**config.mk**
```make
export PLATFORM = sky130hd
export DESIGN_NAME = mod_sq_scheduler
export DESIGN_NICKNAME = d
export VERILOG_FILES = /design/src/rtl/mod_sq_scheduler.sv
export SDC_FILE = /design/constraint.sdc
export NUM_CORES = 1
export LEC_CHECK = 0
export BUFFER_PORTS_ARGS = -buffer_cell sky130_fd_sc_hd__buf_4
export CAP_MARGIN = 10
export CORE_ASPECT_RATIO = 0.7
export CORE_MARGIN = 2
export CORE_UTILIZATION = 30
export DETAILED_ROUTE_END_ITERATION = 12
export PLACE_DENSITY_LB_ADDON = 0.08
export SYNTH_ARGS = -nofsm -noshare
export SYNTH_HDL_FRONTEND = slang
export SYNTH_SLANG_ARGS = --single-unit
```
**constraint.sdc**
```tcl
create_clock -name clk -period 2.74 [get_ports clk]
set_clock_uncertainty 0.05 [all_clocks]
set_input_delay 0.411 -clock clk [delete_from_list [all_inputs] [get_ports clk]]
set_output_delay 0.411 -clock clk [all_outputs]
set_load 0.1 [all_outputs]
```
**src/rtl/mod_sq_scheduler.sv**
```systemverilog
// Time-shares one registered multiplier to compute |s|^2 = I*I + Q*Q per accepted sample.
// Five cycles per sample: the result is held in OUT until downstream accepts it.
module mod_sq_scheduler #(
  parameter int WIDTH  = 8,
  parameter int PWIDTH = 16,
  parameter int CWIDTH = 16
) (
  input  logic              clk,
  input  logic              rst,
  input  logic              flush,
  input  logic              in_valid,
  output logic              in_ready,
  input  logic [WIDTH-1:0]  in_i,
  input  logic [WIDTH-1:0]  in_q,
  input  logic [7:0]        in_mask,
  output logic [WIDTH-1:0]  mul_a,
  output logic [WIDTH-1:0]  mul_b,
  output logic [7:0]        mul_mask,
  output logic              mul_en,
  input  logic [PWIDTH-1:0] mul_r,
  output logic              out_valid,
  input  logic              out_ready,
  output logic [PWIDTH-1:0] out_mag,
  output logic [CWIDTH-1:0] sample_cnt
);

  typedef enum logic [2:0] {IDLE, ISSUE_I, ISSUE_Q, SUM, OUT} state_t;

  state_t              state_q;
  logic [WIDTH-1:0]    i_q;
  logic [WIDTH-1:0]    q_q;
  logic [7:0]          mask_q;
  logic [PWIDTH-1:0]   acc_q;
  logic [PWIDTH-1:0]   mag_q;
  logic [CWIDTH-1:0]   cnt_q;

  always_ff @(posedge clk or posedge rst) begin
    if (rst) begin
      state_q <= IDLE;
      i_q     <= '0;
      q_q     <= '0;
      mask_q  <= '0;
      acc_q   <= '0;
      mag_q   <= '0;
      cnt_q   <= '0;
    end else if (flush) begin
      // Abort wins over any accept or delivery this cycle.
      state_q <= IDLE;
    end else begin
      case (state_q)
        IDLE: begin
          if (in_valid) begin
            i_q     <= in_i;
            q_q     <= in_q;
            mask_q  <= in_mask;
            state_q <= ISSUE_I;
          end
        end
        ISSUE_I: state_q <= ISSUE_Q;
        ISSUE_Q: begin
          acc_q   <= mul_r;
          state_q <= SUM;
        end
        SUM: begin
          mag_q   <= acc_q + mul_r;
          state_q <= OUT;
        end
        OUT: begin
          if (out_ready) begin
            cnt_q   <= cnt_q + 1'b1;
            state_q <= IDLE;
          end
        end
        default: state_q <= IDLE;
      endcase
    end
  end

  assign in_ready   = (state_q == IDLE);
  assign out_valid  = (state_q == OUT);
  assign mul_en     = (state_q == ISSUE_I) || (state_q == ISSUE_Q);
  assign mul_a      = (state_q == ISSUE_I) ? i_q : (state_q == ISSUE_Q) ? q_q : '0;
  assign mul_b      = mul_a;
  assign mul_mask   = mask_q;
  assign out_mag    = mag_q;
  assign sample_cnt = cnt_q;

endmodule

```
### Word-level counts from Yosys, hierarchy flattened

Cells that the tools add are included.

| storage, ports and cells | value |
|---|---|
| bits in registers | 75 |
| logic and storage cells | 29 |
| output and inout port bits | 59 |
| input bits | 45 |

| cells by class | value |
|---|---|
| bitwise operators | 1 |
| add/sub/neg operators | 2 |
| reduce and logical (&&, ||, !) cells | 7 |
| equality and inequality tests | 6 |
| multiplexer cells | 6 |

Operators by type and width:

| kind | count |
|---|---|
| $add 16x1->16 const B | 1 |
| $add 16x16->16 | 1 |
| $mux 8 | 2 |
| $pmux 3 s5 | 1 |
| $mux 3 | 3 |
| $eq 3x2->1 const B | 2 |
| $reduce_and 2->1 | 3 |
| $reduce_and 3->1 | 2 |
| $eq 3x1->1 const B | 1 |
| $eq 3x3->1 const B | 1 |
| $logic_not 3->1 | 1 |
| $ne 3x2->1 const B | 1 |
| $ne 3x3->1 const B | 1 |
| $logic_or 1x1->1 | 1 |
| $not 1->1 | 1 |

### Logic depth before layout (Yosys ltp)

| logic depth | value |
|---|---|
| word-level depth | 3 |
| gate-level depth with buffers | 7 |

### Worst setup path after synthesis

No wires, ideal clock.

| timing path | value |
|---|---|
| path kind | flip-flop to output port |
| start | register state_q[0] |
| end | output mul_b[0] |
| stages on the path, launching flop included | 7 |
| setup slack | -0.461 ns |
| path buffers | 3 |
| arrival | 2.740 ns |
| data required time | 2.279 ns |
| cell sequence | dfrtp_1 buf_6 nor2b_1 clkbuf_1 a22oi_1 nor2_1 buf_4 |

| on the way | value |
|---|---|
| longest elaborated chain between the ends | 3 |
| elaborated cells on any way between the ends | 4 |
| those cells by class | eq/ne: 2; mux: 2 |

RTL lines:

| what | line | source |
|---|---|---|
| start: declaration | 29 | `state_t state_q;` |
| start signal: assignment | 39 | `state_q <= IDLE;` |
| start signal: assignment | 48 | `state_q <= IDLE;` |
| start signal: assignment | 56 | `state_q <= ISSUE_I;` |
| $eq 3x2->1 | 82 | `assign mul_a = (state_q == ISSUE_I) ? i_q : (state_q == ISSUE_Q) ? q_q : '0;` |
| $mux 8 | 82 |  |
| $mux 8 * | 82 |  |
| end: declaration | 17 | `output logic [WIDTH-1:0] mul_b,` |

Mark *: on every way between the ends. The rest lies on a longest branch, timed or not.

### Worst setup path after layout

| timing path | value |
|---|---|
| start | register state_q[2] |
| end | output out_valid |

| on the way | value |
|---|---|
| longest elaborated chain between the ends | 1 |

RTL lines:

| what | line | source |
|---|---|---|
| $eq 3x3->1 | 80 | `assign out_valid = (state_q == OUT);` |
| end: declaration | 21 | `output logic out_valid,` |

No other way between the ends.

==> out/results.txt <==
RSZ-0062 raised after global routing = no
min Tclk post-route = 2360 ps
Critical-path top delay cell = dfrtp_1
DRC = 0
Placed Area = 4920 µm²
Max Clock Freq = 423 MHz
nets = 535
via count = 3100
Hold Crit Class = input pin to async pin
placed insts = 628
Synth Flop Type = dfrtp_1
maximum clock insertion buffer count = 2
FILL cells = 1298
commonest non-fill, non-tap cells in the layout = buf_4, dfrtp_1, mux2_2
YS warnings = 0
Avg Inst Size Synth = 10.7 µm²
total grt overflow = 0
final setup margin = 379 ps
Syn Nets = 437
initial antenna violation count = 0
CP Class = flop to primary output
RePlAce Congestion = 0.812
worst path cell trace = nor3b_4 > buf_4
Post-Syn Instances = 375
leading cell type in the layout, fill and taps excluded = buf_4
Crit. End Element = primary output
final setup fails = 0
initial DRC count = 130
Post-DRT Antenna Nets = 0
die boundary width = 142 µm
Core ar. = 13100 µm²
post-route design area = 5230 µm²
CTS tree = built
Slew Viols, Final = 0
FF+latch count, synth = 75
worst path required time = 2280 ps
first-pass GRT wire length = 16400 µm
Unique masters post-synth = 51
Power Dens Cells = 1090 nW/µm²
Fin. Hold Viols = 0
Max-Cap Viols = 0
largest net degree at the start of global routing = 28
PortBufs = 103
# diodes = 0
Die Span Y = 101 µm
GRT Util Overall = 14.7%
worst slew pin tran = 680 ps
CTS Root Cell = clkbuf_16
vias in the first global route = 3154
overall routed net length = 9880 µm
WL/cell = 15.3 µm
Layout area overhead = 30.3%
maximum VDD drop = 0.000642 V
status = finished clean
Final Util = 40.0%
post-synthesis sequential area ratio = 46.8%
routed vias/inst = 4.81
FFs w/ async S/R, synth = 100%
Critical Path Max Stage Delay = 710 ps
Post-synth EDFFs = 0
post_cts resized = 0
layout cells sized above 1 = 38.5%
leak pwr = 2.48 nW
Layout Cells excl Fill = 644
Crit Path Max Fanout = 15
Post-CTS Setup Inserts = 0
crit path launch type = flop
clk_lat worst skew = 330 ps
pre-CTS setup slack = 275 ps
Worst EP arrival = 1900 ps
CTS clock-pin slew for the worst setup and hold paths = 70 ps
Num CTS Buffers = 9
Min Hold Slack = 91.3 ps
row count = 35
DRT Pass-1 Iters = 4
CTS Hold Buffers Added = 0
Syn Std Cell Area = 4010 µm²
post-DP HPWL = 7530 µm
Ports = 104
clk sinks = 75
Rel. slew slack = 54.4%
fin crit share = 86.2%
die area = 14300 µm²
depth of the CTS H-tree = 3
Starting Density = 30.7%
[Yosys cell counts (2+ instances only)]
master	n	area, µm²
o21bai_1	3	22.5
nor2_1	28	105
nor2_2	2	12.5
buf_4	10	75.1
clkbuf_1	5	18.8
a21o_1	2	15.0
or3_1	4	25.0
a31oi_1	2	12.5
and3_1	2	12.5
nor2b_1	3	18.8
nand3b_1	2	15.0
a21oi_1	13	65.1
o21a_1	2	15.0
nand2_1	39	146
a211oi_2	2	25.0
nand4_1	7	43.8
inv_1	5	18.8
o21ai_0	18	90.1
nor3_1	7	35.0
and2_1	3	18.8
and4_1	3	26.3
xor2_1	9	78.8
buf_2	7	35.0
xnor2_1	13	114
mux2_2	41	462
dfrtp_1	75	1880
mux2i_1	3	30.0
a22oi_1	10	75.1
ha_1	16	200
buf_6	4	45.0
nand3_1	15	75.1
[flip-flops by register name, indices dropped and copies added (netlist names)]
| name | cells |
|---|---|
| out_mag | 16 |
| i_q | 8 |
| q_q | 8 |
| acc_q | 16 |
| sample_cnt | 16 |
| state_q | 3 |
| mul_mask | 8 |
[kinds of logic (layout without fill, tap and decap cells)]
family / count (synthesis) / count (layout) / share of synthesized area, %
buffers and inverters: 31 / 134 / 4.80
xor gates and xnor gates: 22 / 22 / 4.80
AOI/OAI and AO/OA: 64 / 64 / 10.6
DFF: 75 / 75 / 46.8
muxes: 44 / 44 / 12.3
and+or+nand+nor: 122 / 122 / 15.3
adders and majority gates: 17 / 17 / 5.49
[final cells by class]
class | count | area [µm²] | area share (%)
Clock buffer | 10 | 239 | 4.57
Clock inverter | 6 | 70.1 | 1.34
Inverter | 5 | 18.8 | 0.359
Multi-Input combinational cell | 269 | 1960 | 37.4
Sequential cell | 75 | 1880 | 35.9
Tap cell | 166 | 208 | 3.97
Timing Repair Buffer | 113 | 861 | 16.5
[worst paths after layout]
| path | cells after the start | start | endpoint | slack [ps] |
|---|---|---|---|---|
| setup / recovery | 2 | state_q[2] | out_valid | 380 |
| hold / removal | 2 | rst | sample_cnt[5] | 90 |
| setup reg to reg | 8 | acc_q[0] | out_mag[14] | 460 |
| hold reg to reg | 1 | sample_cnt[15] | sample_cnt[15] | 410 |
| max in group asynchronous | 3 | rst | q_q[5] | 1880 |
| min in group clk | 2 | flush | state_q[2] | 230 |
[critical path: cells and delay by family (launching register included)]
family	cells	cell delay [ps]
DFF	1	710
and+or+nand+nor	1	480
buffers and inverters	1	370
[report_power, final]
part | total (mW) | internal (mW) | switching, mW
logic | 2.87 | 0.792 | 2.07
clock network | 1.23 | 0.740 | 0.494
registers | 1.59 | 1.41 | 0.180
[per-stage QoR]
stage,power (mW),TNS (ps)
floorplan,3.84,-2760
global route,6.02,0
global placement,4.47,0
CTS,5.75,0
finish,5.69,0
detailed placement,4.49,0
[per-layer routing]
| metal | track usage (%) | wire, µm | up-vias |
|---|---|---|---|
| met5 | 0 | 0 | - |
| met4 | 3.92 | 116 | 0 |
| li1 | - | - | 1525 |
| met1 | 22.5 | 5190 | 1488 |
| met3 | 3.90 | 585 | 12 |
| met2 | 20.2 | 3990 | 75 |
No activity file was read; power rests on OpenSTA's default activity.
